$ cat src/rtl/vga_plot_arbiter.sv
// vga_plot_arbiter
//   Shares the single pixel-write port of the 160x120 VGA adapter among
//   NUM_REQ pixel producers. Arbitration is round-robin with valid/ready
//   handshakes, and at most one pixel is written per clock. A built-in clear
//   engine sweeps the whole frame with CLEAR_COLOUR. While the sweep runs it
//   pre-empts every producer.
//
//   Optional feature macro: VGA_PLOT_BOUNDS_CHECK_EN
//     When this macro is defined, a granted pixel outside the frame is accepted
//     but not plotted. Each such drop is counted on drop_count, which saturates
//     at 255.
//
//   Ports:
//     clk         system clock
//     reset       asynchronous, active-high reset
//     req_valid   per-requester pixel valid
//     req_x       packed x, requester i at [8i+7:8i]
//     req_y       packed y, requester i at [7i+6:7i]
//     req_colour  packed colour, requester i at [3i+2:3i]
//     req_ready   one-hot grant (combinational)
//     clear_req   single-cycle pulse that starts a full-frame clear
//     clear_busy  high while the sweep runs
//     clear_done  one-cycle pulse when the last clear pixel is on the outputs
//     x, y, colour, plot   registered write port to vga_adapter
//     drop_count  dropped out-of-range pixels (only with the macro defined)

module vga_plot_arbiter #(
    parameter int unsigned NUM_REQ      = 3,
    parameter int unsigned X_MAX        = 160,
    parameter int unsigned Y_MAX        = 120,
    parameter logic [2:0]  CLEAR_COLOUR = 3'b000
) (
    input  logic                 clk,
    input  logic                 reset,
    input  logic [NUM_REQ-1:0]   req_valid,
    input  logic [8*NUM_REQ-1:0] req_x,
    input  logic [7*NUM_REQ-1:0] req_y,
    input  logic [3*NUM_REQ-1:0] req_colour,
    output logic [NUM_REQ-1:0]   req_ready,
    input  logic                 clear_req,
    output logic                 clear_busy,
    output logic                 clear_done,
    output logic [7:0]           x,
    output logic [6:0]           y,
    output logic [2:0]           colour,
    output logic                 plot
`ifdef VGA_PLOT_BOUNDS_CHECK_EN
   ,output logic [7:0]           drop_count
`endif
);

    localparam int unsigned PW     = (NUM_REQ > 1) ? $clog2(NUM_REQ) : 1;
    localparam logic [7:0]  X_LAST = 8'(X_MAX - 1);
    localparam logic [6:0]  Y_LAST = 7'(Y_MAX - 1);

    typedef enum logic {ST_ARB, ST_CLEAR} state_t;

    state_t             state_q, state_d;
    logic [PW-1:0]      ptr_q, ptr_d;
    logic [7:0]         cx_q, cx_d;
    logic [6:0]         cy_q, cy_d;
    logic [7:0]         x_q, x_d;
    logic [6:0]         y_q, y_d;
    logic [2:0]         col_q, col_d;
    logic               plot_q, plot_d;
    logic               done_q, done_d;
`ifdef VGA_PLOT_BOUNDS_CHECK_EN
    logic [7:0]         drop_q, drop_d;
`endif

    logic [NUM_REQ-1:0] vld_hi;
    logic [NUM_REQ-1:0] cand;
    logic [NUM_REQ-1:0] grant;
    logic               found;
    logic [PW-1:0]      sel;
    logic [7:0]         px;
    logic [6:0]         py;
    logic [2:0]         pc;
    logic               last_px;

    always_comb begin
        state_d = state_q;
        ptr_d   = ptr_q;
        cx_d    = cx_q;
        cy_d    = cy_q;
        x_d     = x_q;
        y_d     = y_q;
        col_d   = col_q;
        plot_d  = 1'b0;
        done_d  = 1'b0;
`ifdef VGA_PLOT_BOUNDS_CHECK_EN
        drop_d  = drop_q;
`endif
        grant   = '0;
        found   = 1'b0;
        sel     = '0;
        px      = '0;
        py      = '0;
        pc      = '0;
        last_px = (cx_q == X_LAST) && (cy_q == Y_LAST);

        // Round-robin search: prefer valid requesters at or above the pointer,
        // then wrap around to the lowest index.
        vld_hi = req_valid & ({NUM_REQ{1'b1}} << ptr_q);
        cand   = (|vld_hi) ? vld_hi : req_valid;

        unique case (state_q)
            ST_ARB: begin
                if (clear_req) begin
                    state_d = ST_CLEAR;
                    cx_d    = '0;
                    cy_d    = '0;
                end else if (!done_q) begin
                    // In the cycle where clear_done is on the outputs, no request is granted.
                    // Granting resumes on the cycle after it.
                    for (int unsigned i = 0; i < NUM_REQ; i++) begin
                        if (!found && cand[i]) begin
                            found = 1'b1;
                            sel   = PW'(i);
                        end
                    end
                    if (found) begin
                        grant = NUM_REQ'(1) << sel;
                        ptr_d = (sel == PW'(NUM_REQ - 1)) ? '0 : sel + 1'b1;
                        for (int unsigned i = 0; i < NUM_REQ; i++) begin
                            if (grant[i]) begin
                                px = req_x[8*i +: 8];
                                py = req_y[7*i +: 7];
                                pc = req_colour[3*i +: 3];
                            end
                        end
`ifdef VGA_PLOT_BOUNDS_CHECK_EN
                        if ((px > X_LAST) || (py > Y_LAST)) begin
                            if (drop_q != 8'hFF) begin
                                drop_d = drop_q + 8'd1;
                            end
                        end else begin
                            x_d    = px;
                            y_d    = py;
                            col_d  = pc;
                            plot_d = 1'b1;
                        end
`else
                        x_d    = px;
                        y_d    = py;
                        col_d  = pc;
                        plot_d = 1'b1;
`endif
                    end
                end
            end
            ST_CLEAR: begin
                x_d    = cx_q;
                y_d    = cy_q;
                col_d  = CLEAR_COLOUR;
                plot_d = 1'b1;
                if (last_px) begin
                    state_d = ST_ARB;
                    done_d  = 1'b1;
                end else if (cx_q == X_LAST) begin
                    cx_d = '0;
                    cy_d = cy_q + 7'd1;
                end else begin
                    cx_d = cx_q + 8'd1;
                end
            end
            default: state_d = ST_ARB;
        endcase
    end

    always_ff @(posedge clk or posedge reset) begin
        if (reset) begin
            state_q <= ST_ARB;
            ptr_q   <= '0;
            cx_q    <= '0;
            cy_q    <= '0;
            x_q     <= '0;
            y_q     <= '0;
            col_q   <= '0;
            plot_q  <= 1'b0;
            done_q  <= 1'b0;
`ifdef VGA_PLOT_BOUNDS_CHECK_EN
            drop_q  <= '0;
`endif
        end else begin
            state_q <= state_d;
            ptr_q   <= ptr_d;
            cx_q    <= cx_d;
            cy_q    <= cy_d;
            x_q     <= x_d;
            y_q     <= y_d;
            col_q   <= col_d;
            plot_q  <= plot_d;
            done_q  <= done_d;
`ifdef VGA_PLOT_BOUNDS_CHECK_EN
            drop_q  <= drop_d;
`endif
        end
    end

    // A combinational grant must not leak out while reset is held.
    assign req_ready  = reset ? '0 : grant;
    // The state leaves CLEAR on the same edge that registers the last pixel.
    // As a result, busy falls in the same cycle as clear_done.
    assign clear_busy = (state_q == ST_CLEAR);
    assign clear_done = done_q;
    assign x          = x_q;
    assign y          = y_q;
    assign colour     = col_q;
    assign plot       = plot_q;
`ifdef VGA_PLOT_BOUNDS_CHECK_EN
    assign drop_count = drop_q;
`endif

endmodule

$ cat config.mk
export PLATFORM = sky130hd
export DESIGN_NAME = vga_plot_arbiter
export DESIGN_NICKNAME = d
export VERILOG_FILES = /design/src/rtl/vga_plot_arbiter.sv
export SDC_FILE = /design/constraint.sdc
export NUM_CORES = 1
export LEC_CHECK = 0
export BUFFER_PORTS_ARGS = -buffer_cell sky130_fd_sc_hd__buf_2
export CORE_MARGIN = 10
export CORE_UTILIZATION = 35
export CTS_CLUSTER_SIZE = 40
export DETAILED_ROUTE_END_ITERATION = 6
export SLEW_MARGIN = 20
export SYNTH_ARGS = -nofsm -noshare
export SYNTH_HDL_FRONTEND = slang
export SYNTH_SLANG_ARGS = --single-unit
$ cat constraint.sdc
create_clock -name clk -period 2.5 [get_ports clk]
set_input_delay 0.125 -clock clk [delete_from_list [all_inputs] [get_ports clk]]
set_output_delay 0.125 -clock clk [all_outputs]
set_load 0.01 [all_outputs]
==> impl_metrics.csv <==
group,metric,value,unit
outcome,status,"finished, violations left",
outcome,violations,"negative hold slack",
clocking,cts_tree,"done",
setup_path,cp_max_fo,14,
global_route,grt_overflow,0,
place,place_ws,594.6,ps
sta,finalWorstSetupSlack,599.2,ps
detailed_routing,drc,0,
logic_synthesis,synth_ff_type,"dfrtp_1",
logic_synthesis,synth-edff-count,0,
logic_synthesis,synth-async-reset-ratio,100.0,%
worst_hold_path,min_path_type,"in -> async",
power,swShare,34.48,%
sta,finalSetupTns,0,ps
power,intPower,1.417,mW
sta,final-hold-violation-count,10,
logic_synthesis,synthTopCellsByCount,"dfrtp_1, o21ai_0, nand2_1",
power,power_density,798.2,mW/mm^2
detailed_routing,antenna_left,0,
detailed_routing,drt-initial-drc-count,148,
logic_synthesis,synth_cell_types,45,
clocking,cts_num_sinks,38,
setup_path,crit_chain,"nor2b_1, o31ai_4, nor2_4, a222oi_1, o21ai_0",
place,gp_congestion,0.8017,
sta,holdWs,-2.976,ps
power,p_switching,746.0,uW
setup_path,endpoint_kind,"flip-flop",
final_layout,fin_area,0.002710,mm^2
sta,fin_crit,1901,ps
setup_path,r2r_start,"ptr_q[1]",
sta,worstMarginPinSlew,784.2,ps
final_layout,multiInputGateArea,0.001069,mm^2
logic_synthesis,seq_area_frac_synth,44.44,%
final_layout,regArea,950.9,um^2
sta,rsz0062_at_grt,"no",
clocking,root_buffer,"clkbuf_8",
detailed_routing,wl_per_cell,17.06,um
global_route,grt_pass1_wl,10620,um
logic_synthesis,synth_top_area_share,44.44,%
floorplan,start_util,36.14,%
detailed_routing,drt_wl_total,6430,um
floorplan,die_w,98.19,um
logic_synthesis,syn_nets,283,
detailed_routing,vias_per_cell,5.424,
flow_run,maxCapViolations,0,
logic_synthesis,synth_seq_cells,38,
logic_synthesis,syn_avg_cell_area,9.681,um^2
power,p_seq_share,47.0,%
clocking,clkLatencyLatePin,290,ps
logic_synthesis,synth_top_cell_by_area,"dfrtp_1",
final_layout,syn2layout_area_growth,26.67,%
sta,skew,4.335,ps
logic_synthesis,synth.cell_area,0.002140,mm^2
setup_path,cp-start-kind,"flip-flop",
logic_synthesis,ys_warn_count,0,
clocking,cts_buffers,5,
final_layout,drive_above_1_share,33.44,%
setup_path,slowest_stage,"o31ai_4",
clocking,cts.clk_slew.worst_paths,80,ps
logic_synthesis,synth_cells,221,
final_layout,antenna_cells,0,
clocking,postCtsHoldBufs,0,
clocking,cts.repair.resized,0,
place,port_buffers,83,
clocking,cts_setup_buffers,0,
floorplan,die_h,98.19,um
setup_path,slowest_delay,480,ps
setup_path,startpoint,"ptr_q[1]",
floorplan,io_pins,84,
place,postPlaceCellArea,0.002601,mm^2
power,ir_drop,0.4654,mV
global_route,grt_util_all_layers,13.02,%
floorplan,core,0.005921,mm^2
global_route,grt_pass1_vias,2117,
floorplan,die_area,0.009640,mm^2
power,clkPwrFrac,24.2,%
detailed_routing,via_count,2045,
logic_synthesis,yosys-top-cells-area,"dfrtp_1, mux2i_1, a222oi_1",
detailed_routing,firstDrtPassIters,5,
sta,setup_violations,0,
global_route,grt_max_degree,32,
logic_synthesis,yosysMostFrequentCell,"dfrtp_1",
clocking,clk_path_buf_depth,2,
power,p_comb_share,28.8,%
power,fin_total_pwr,2.163,mW
setup_path,cp.required,2660,ps
setup_path,worst-setup-path-type,"reg -> reg",
final_layout,n_fill_cell,571,
final_layout,nets,363,
floorplan,num_rows,28,
sta,fmax,526.1,MHz
global_route,antenna_found_initial,0,
setup_path,r2r_cells,5,
sta,max_slew_margin,47.66,%
setup_path,worstPathArrival,2060,ps
power,p_leak,1.294,nW
clocking,htree_levels,2,
sta,finalCritPeriodShare,76.03,%
sta,drv_slew,0,
place,dp_hpwl,4935,um
[per-stage QoR]
| step | std cells | utilization, % |
|---|---|---|
| after CTS | 377 | 45.77 |
| after global routing | 377 | 45.77 |
| after detailed placement | 369 | 43.93 |
| final | 377 | 45.77 |
| after global placement | 369 | 43.93 |
| after floorplan | 221 | - |
[power groups by stage]
stage | combinational, mW | clock, mW | sequential (mW)
after global placement | 0.614 | 0 | 1.02
after detailed placement | 0.631 | 0 | 1.02
after global routing | 0.698 | 0.559 | 1.05
final | 0.622 | 0.524 | 1.02
after floorplan | 0.375 | 0 | 0.995
after CTS | 0.631 | 0.533 | 1.01
[routing by layer]
metal	track usage [%]	routed length (um)	up-vias
met4	3.528	67	0
met3	4.017	492	6
met5	0	0	-
met1	16.54	2797	960
li1	-	-	989
met2	20.81	3073	90
[area by class of cell]
| cell class | count | area share, % |
|---|---|---|
| Clock buffer | 5 | 2.539 |
| Timing Repair Buffer | 87 | 16.90 |
| Sequential cell | 38 | 35.09 |
| Multi-Input combinational cell | 161 | 39.43 |
| Inverter | 8 | 1.108 |
| Clock inverter | 3 | 1.477 |
| Tap cell | 75 | 3.463 |
[critical path: cells and delay by family, from the launching register on]
kind | cells | cell delay, ps
AOI/OAI and AO/OA | 3 | 960
DFF | 1 | 450
and+or+nand+nor | 2 | 350
[cell usage in the layout (no fill, tap or decap), types with 4 or more instances in the layout]
cell type	instances
mux2i_1	19
nand4_1	6
o21ai_1	4
o21ai_0	25
dfrtp_1	38
nand3_1	11
nand2_1	22
buf_2	83
nor3_1	5
inv_1	8
nor2_1	8
clkbuf_8	5
a222oi_1	14
[worst paths after layout]
kind / to / slack [ps]
min: plot / -3
max reg2reg: y[2] / 600
min in group clk: x[6] / 60
min reg2reg: x[1] / 530
max in group asynchronous: y[5] / 1920
max: y[2] / 600
[state kept, by name, summed over array words and instances, names as in the netlist, 2 cells and up]
name / cells
cx_q: 8
cy_q: 7
colour: 3
ptr_q: 2
y: 7
x: 8
[cells by family after synthesis]
group / Yosys count / share of synthesized area [%]
AO/OA/AOI/OAI: 62 / 20.35
flip-flops: 38 / 44.44
adder cells (fa/ha/maj): 2 / 1.169
buffers and inverters: 22 / 5.613
AND/OR/NAND/NOR: 74 / 17.90
XOR/XNOR: 4 / 1.638
multiplexers: 19 / 8.889
Note: power is estimated with default switching activity, not from simulation.
